--- config.mk ---
export PLATFORM = sky130hd
export DESIGN_NAME = bcd_to_bin_seq
export DESIGN_NICKNAME = d
export VERILOG_FILES = /design/src/rtl/game_pkg.sv /design/src/rtl/bcd_digit_adjust.sv /design/src/rtl/bcd_to_bin_seq.sv
export SDC_FILE = /design/constraint.sdc
export NUM_CORES = 1
export LEC_CHECK = 0
export BUFFER_PORTS_ARGS = -buffer_cell sky130_fd_sc_hd__buf_2
export CORE_MARGIN = 2
export CORE_UTILIZATION = 30
export DETAILED_ROUTE_END_ITERATION = 8
export PLACE_DENSITY_LB_ADDON = 0.1
export SLEW_MARGIN = 20
export SYNTH_ARGS = -nofsm -noshare
export SYNTH_HDL_FRONTEND = slang
export SYNTH_SLANG_ARGS = --single-unit
--- constraint.sdc ---
create_clock -name i_clk -period 2.8 [get_ports i_clk]
set_clock_uncertainty 0.05 [all_clocks]
set_input_delay 0.28 -clock i_clk [delete_from_list [all_inputs] [get_ports i_clk]]
set_output_delay 0.28 -clock i_clk [all_outputs]
set_load 0.01 [all_outputs]
--- src/rtl/game_pkg.sv ---
// Constants and conversion FSM encoding shared by the BCD<->binary converters.
package game_pkg;

  localparam logic [3:0] BCD_DIGIT_MAX  = 4'd9;
  localparam logic [3:0] BCD_ADJ_THRESH = 4'd8;
  localparam logic [3:0] BCD_ADJ        = 4'd3;

  typedef enum logic [1:0] {
    StIdle  = 2'd0,
    StShift = 2'd1,
    StDone  = 2'd2
  } conv_state_e;

endpackage

--- src/rtl/bcd_digit_adjust.sv ---
// Reverse double-dabble correction for one BCD digit after a right shift.
module bcd_digit_adjust
  import game_pkg::*;
(
  input  logic [3:0] i_digit,
  output logic [3:0] o_digit
);

  assign o_digit = (i_digit >= BCD_ADJ_THRESH) ? (i_digit - BCD_ADJ) : i_digit;

endmodule

--- src/rtl/bcd_to_bin_seq.sv ---
// Multicycle packed-BCD to binary converter: one shift-and-correct step per clock,
// start/done handshake, err flags any digit above 9.
module bcd_to_bin_seq
  import game_pkg::*;
#(
  parameter int unsigned DIGITS = 4,
  parameter int unsigned BIN_W  = 14
) (
  input  logic                  i_clk,
  input  logic                  i_rst,
  input  logic                  i_start,
  input  logic [4*DIGITS-1:0]   i_bcd_in,
  output logic                  o_ready,
  output logic                  o_busy,
  output logic                  o_done,
  output logic [BIN_W-1:0]      o_bin_out,
  output logic                  o_err
);

  localparam int unsigned SR_W  = 4 * DIGITS;
  localparam int unsigned CNT_W = $clog2(SR_W + 1);
  localparam logic [CNT_W-1:0] LAST_STEP = CNT_W'(SR_W - 1);

  conv_state_e       r_state, w_state_next;
  logic [SR_W-1:0]   r_sr_bcd, w_sr_bcd_next;
  logic [SR_W-1:0]   r_sr_bin, w_sr_bin_next;
  logic [SR_W-1:0]   w_bcd_shifted, w_bcd_adj;
  logic [CNT_W-1:0]  r_cnt, w_cnt_next;
  logic [BIN_W-1:0]  r_bin_out, w_bin_out_next;
  logic              r_err, w_err_next;
  logic              w_bad_digit;

  assign w_bcd_shifted = r_sr_bcd >> 1;

  for (genvar g = 0; g < DIGITS; g++) begin : g_adj
    bcd_digit_adjust u_adj (
      .i_digit (w_bcd_shifted[4*g +: 4]),
      .o_digit (w_bcd_adj[4*g +: 4])
    );
  end

  always_comb begin
    w_bad_digit = 1'b0;
    for (int unsigned i = 0; i < DIGITS; i++) begin
      if (i_bcd_in[4*i +: 4] > BCD_DIGIT_MAX) w_bad_digit = 1'b1;
    end
  end

  always_comb begin
    w_state_next   = r_state;
    w_sr_bcd_next  = r_sr_bcd;
    w_sr_bin_next  = r_sr_bin;
    w_cnt_next     = r_cnt;
    w_bin_out_next = r_bin_out;
    w_err_next     = r_err;
    unique case (r_state)
      StIdle: begin
        if (i_start) begin
          w_sr_bcd_next = i_bcd_in;
          w_sr_bin_next = '0;
          w_cnt_next    = '0;
          if (w_bad_digit) begin
            w_state_next   = StDone;
            w_err_next     = 1'b1;
            w_bin_out_next = '0;
          end else begin
            w_state_next = StShift;
          end
        end
      end
      StShift: begin
        w_sr_bcd_next = w_bcd_adj;
        w_sr_bin_next = {r_sr_bcd[0], r_sr_bin[SR_W-1:1]};
        w_cnt_next    = r_cnt + CNT_W'(1);
        // Result is registered on the last step so it is valid during the done cycle.
        if (r_cnt == LAST_STEP) begin
          w_state_next   = StDone;
          w_bin_out_next = w_sr_bin_next[BIN_W-1:0];
          w_err_next     = 1'b0;
        end
      end
      StDone:  w_state_next = StIdle;
      default: w_state_next = StIdle;
    endcase
  end

  always_ff @(posedge i_clk) begin
    if (i_rst) begin
      r_state   <= StIdle;
      r_sr_bcd  <= '0;
      r_sr_bin  <= '0;
      r_cnt     <= '0;
      r_bin_out <= '0;
      r_err     <= 1'b0;
    end else begin
      r_state   <= w_state_next;
      r_sr_bcd  <= w_sr_bcd_next;
      r_sr_bin  <= w_sr_bin_next;
      r_cnt     <= w_cnt_next;
      r_bin_out <= w_bin_out_next;
      r_err     <= w_err_next;
    end
  end

  assign o_ready   = (r_state == StIdle);
  assign o_busy    = (r_state == StShift) || (r_state == StDone);
  assign o_done    = (r_state == StDone);
  assign o_bin_out = r_bin_out;
  assign o_err     = r_err;

endmodule
==> reports/qor.csv <==
metric;value;unit
largest net degree at the start of global routing;43;
Seq cells post-synth;53;
Mapped Area;0.00235;mm2
CP startpoint;r_cnt[0];
post_cts resized;0;
CORE AREA;0.00765;mm2
maxcap violations;0;
most frequent cells in the layout;dfxtp_1, buf_2, nor2_1;
CP Launch Type;register;
crit path cell chain;ha_1, and3_1, ha_1, nand2_1, o21ai_1, a311oi_4, a22o_2;
clock latency at the later pin of the worst-skew pair;0.30;ns
Arr. time, crit path;2.36;ns
most used cell, CP;ha_1;
Slew Limit Fails;0;
Post-Route Setup TNS;0;ns
most common cell after layout, fill and taps aside;dfxtp_1;
kind of critical path;register to register;
Mapped Nets;274;
WP data required;3.00;ns
initial DRC count;98;
CTS clk-pin slew, worst paths;0.09;ns
Final Net Count;304;
Final Power;1.52;mW
first-pass GRT wire length;8760;um
Worst-Margin Slew;0.859;ns
clock tree buffer depth;2;
family with the most delay on the worst path;compound AO/OA/AOI/OAI gates;
max incr delay on CP;0.65;ns
slowest cell on the critical path;a311oi_4;
final WL;5220;um
die area;0.00855;mm2
vias in the first global route;1789;
Reg-to-Reg Start;r_cnt[0];
Worst slew margin;0.427;
leak pwr;1.10;nW
DIE HEIGHT;92.5;um
share of cells above drive strength 1;0.218;
Final Setup Violations;0;
1st-pass router iterations;5;
post-CTS setup buffer count;0;
total grt overflow;0;
hold_sp;i_bcd_in[15];
maximum VDD drop;0.255;mV
overall via count from detail_route;1848;
min Tclk post-route;2.16;ns
Max Freq;463;MHz
Hold Path Class;input pin to register;
antenna violations before repair;0;
CTS H-tree lvls;2;
Synth Instances;244;
RSZ-0062 raised after global routing;false;
CTS Buf Count;5;
Yosys warnings;0;
hpwl dp;3390;um
num ports;37;
Final Hold Fails;0;
PwrDens;562;mW/mm2
Synth cell types;38;
All-Layer GR Usage;0.127;
FP Rows;32;
status;finished clean;
final hold slack;0.186;ns
Residual DRC;0;
crit share post-route;0.772;
register area share after synthesis;0.452;
ANT cells;0;
crit path buf inv count;0;
Die Span X;92.5;um
I/O Buffers;36;
routed via count divided by cell count;4.90;
RePlAce Congestion;0.753;
Avg WL per Cell;13.8;um
Root Buffer;clkbuf_8;
clk sink count;53;
CTS tree;done;
Antenna Nets Post-Route;0;
cts hold-fix bufs;0;
crit end category;register;
worst-path maximum fanout;14;
Area growth syn-to-layout;15.1;%
Mapped Avg Cell Area;9.62;um2
Initial Utilization;0.307;
==> worst paths after layout <==
check / end / slack [ns] / cells after the start
worst max-delay path: o_bin_out[3] / 0.64 / 7
worst min register to register: r_sr_bcd[0] / 0.40 / 2
worst min-delay path: r_sr_bcd[15] / 0.19 / 3
worst max register to register: o_bin_out[3] / 0.64 / 7
==> stage by stage <==
| step | setup slack (ns) | cell area, um2 | util | instances |
|---|---|---|---|---|
| 3_5_place_dp | 0.633 | 2590 | 0.339 | 369 |
| 2_1_floorplan | 0.947 | 2350 | - | 244 |
| 6_report | 0.638 | 2700 | 0.353 | 377 |
| 5_1_grt | 0.457 | 2700 | 0.353 | 377 |
| 4_1_cts | 0.613 | 2700 | 0.353 | 377 |
| 3_3_place_gp | 0.614 | 2590 | 0.339 | 369 |
==> cells in the mapped netlist <==
| cell type | number | area, um2 |
|---|---|---|
| dfxtp_1 | 53 | 1060 |
| nor2_1 | 30 | 113 |
| nand2_1 | 20 | 75.1 |
| a22oi_1 | 18 | 135 |
| ha_1 | 11 | 138 |
| a22o_1 | 10 | 87.6 |
| inv_1 | 10 | 37.5 |
| buf_2 | 9 | 45.0 |
| a21oi_1 | 7 | 35.0 |
| a222oi_1 | 6 | 60.1 |
| and3_1 | 6 | 37.5 |
| o221ai_1 | 6 | 52.6 |
| nand2b_1 | 5 | 31.3 |
| xor2_1 | 5 | 43.8 |
| a22o_2 | 4 | 40.0 |
| clkbuf_1 | 4 | 15.0 |
| mux2i_1 | 4 | 40.0 |
| o21ai_0 | 4 | 20.0 |
| o21ai_1 | 4 | 20.0 |
| a211oi_1 | 3 | 22.5 |
| buf_4 | 3 | 22.5 |
| xnor2_1 | 3 | 26.3 |
| inv_2 | 2 | 7.51 |
| nand4_1 | 2 | 12.5 |
| nor3_1 | 2 | 10.0 |
| a2111oi_1 | 1 | 10.0 |
| a311oi_4 | 1 | 26.3 |
| a31oi_1 | 1 | 6.26 |
| and2_1 | 1 | 6.26 |
| and4_2 | 1 | 10.0 |
| buf_6 | 1 | 11.3 |
| mux2_4 | 1 | 15.0 |
| mux2i_4 | 1 | 22.5 |
| nand3_1 | 1 | 5.00 |
| nand4_2 | 1 | 12.5 |
| nand4b_1 | 1 | 8.76 |
| o21ai_2 | 1 | 8.76 |
| o32ai_2 | 1 | 16.3 |
==> power breakdown <==
part	total, mW	internal, mW	switching [mW]	leakage, nW
sequential	0.801	0.778	0.0228	0.430
combinational	0.202	0.0779	0.124	0.616
clock	0.516	0.269	0.247	0.0554
==> routing by layer <==
layer  GRT usage  share of wire  up-vias
li1            -              -      938
met1       0.161           0.47      868
met2       0.221           0.48       40
met3      0.0285          0.050        2
met4      0.0261         0.0073        0
met5           0              0        -
==> final cells by class <==
type / count / area, um2
clock buffer: 6 / 72.6
clock inverter: 2 / 38.8
fill: 802 / 4940
inverter: 12 / 45.0
multi-input combinational: 162 / 1150
sequential: 53 / 1060
tap: 102 / 128
timing repair buffer: 40 / 210
==> state kept, by name, indices dropped and copies added, names as in the netlist <==
signal	cells
r_sr_bcd	16
r_sr_bin	15
o_bin_out	14
r_cnt	5
r_state	2
o_err	1
==> logic make-up after synthesis <==
logic type,Yosys count,share of synthesized area
AO/OA/AOI/OAI,67,0.230
XOR/XNOR,8,0.0299
adder cells (fa/ha/maj),11,0.0586
buffers and inverters,29,0.0592
flip-flops,53,0.452
multiplexers,6,0.0330
AND/OR/NAND/NOR,70,0.137
==> tightest hold or removal path: cells and delay by family <==
kind / cells / cell delay, ns
buffers and inverters: 1 / 0.09
AND/OR/NAND/NOR: 1 / 0.08
AO/OA/AOI/OAI: 1 / 0.06
Power figures use the tool's default switching activity.
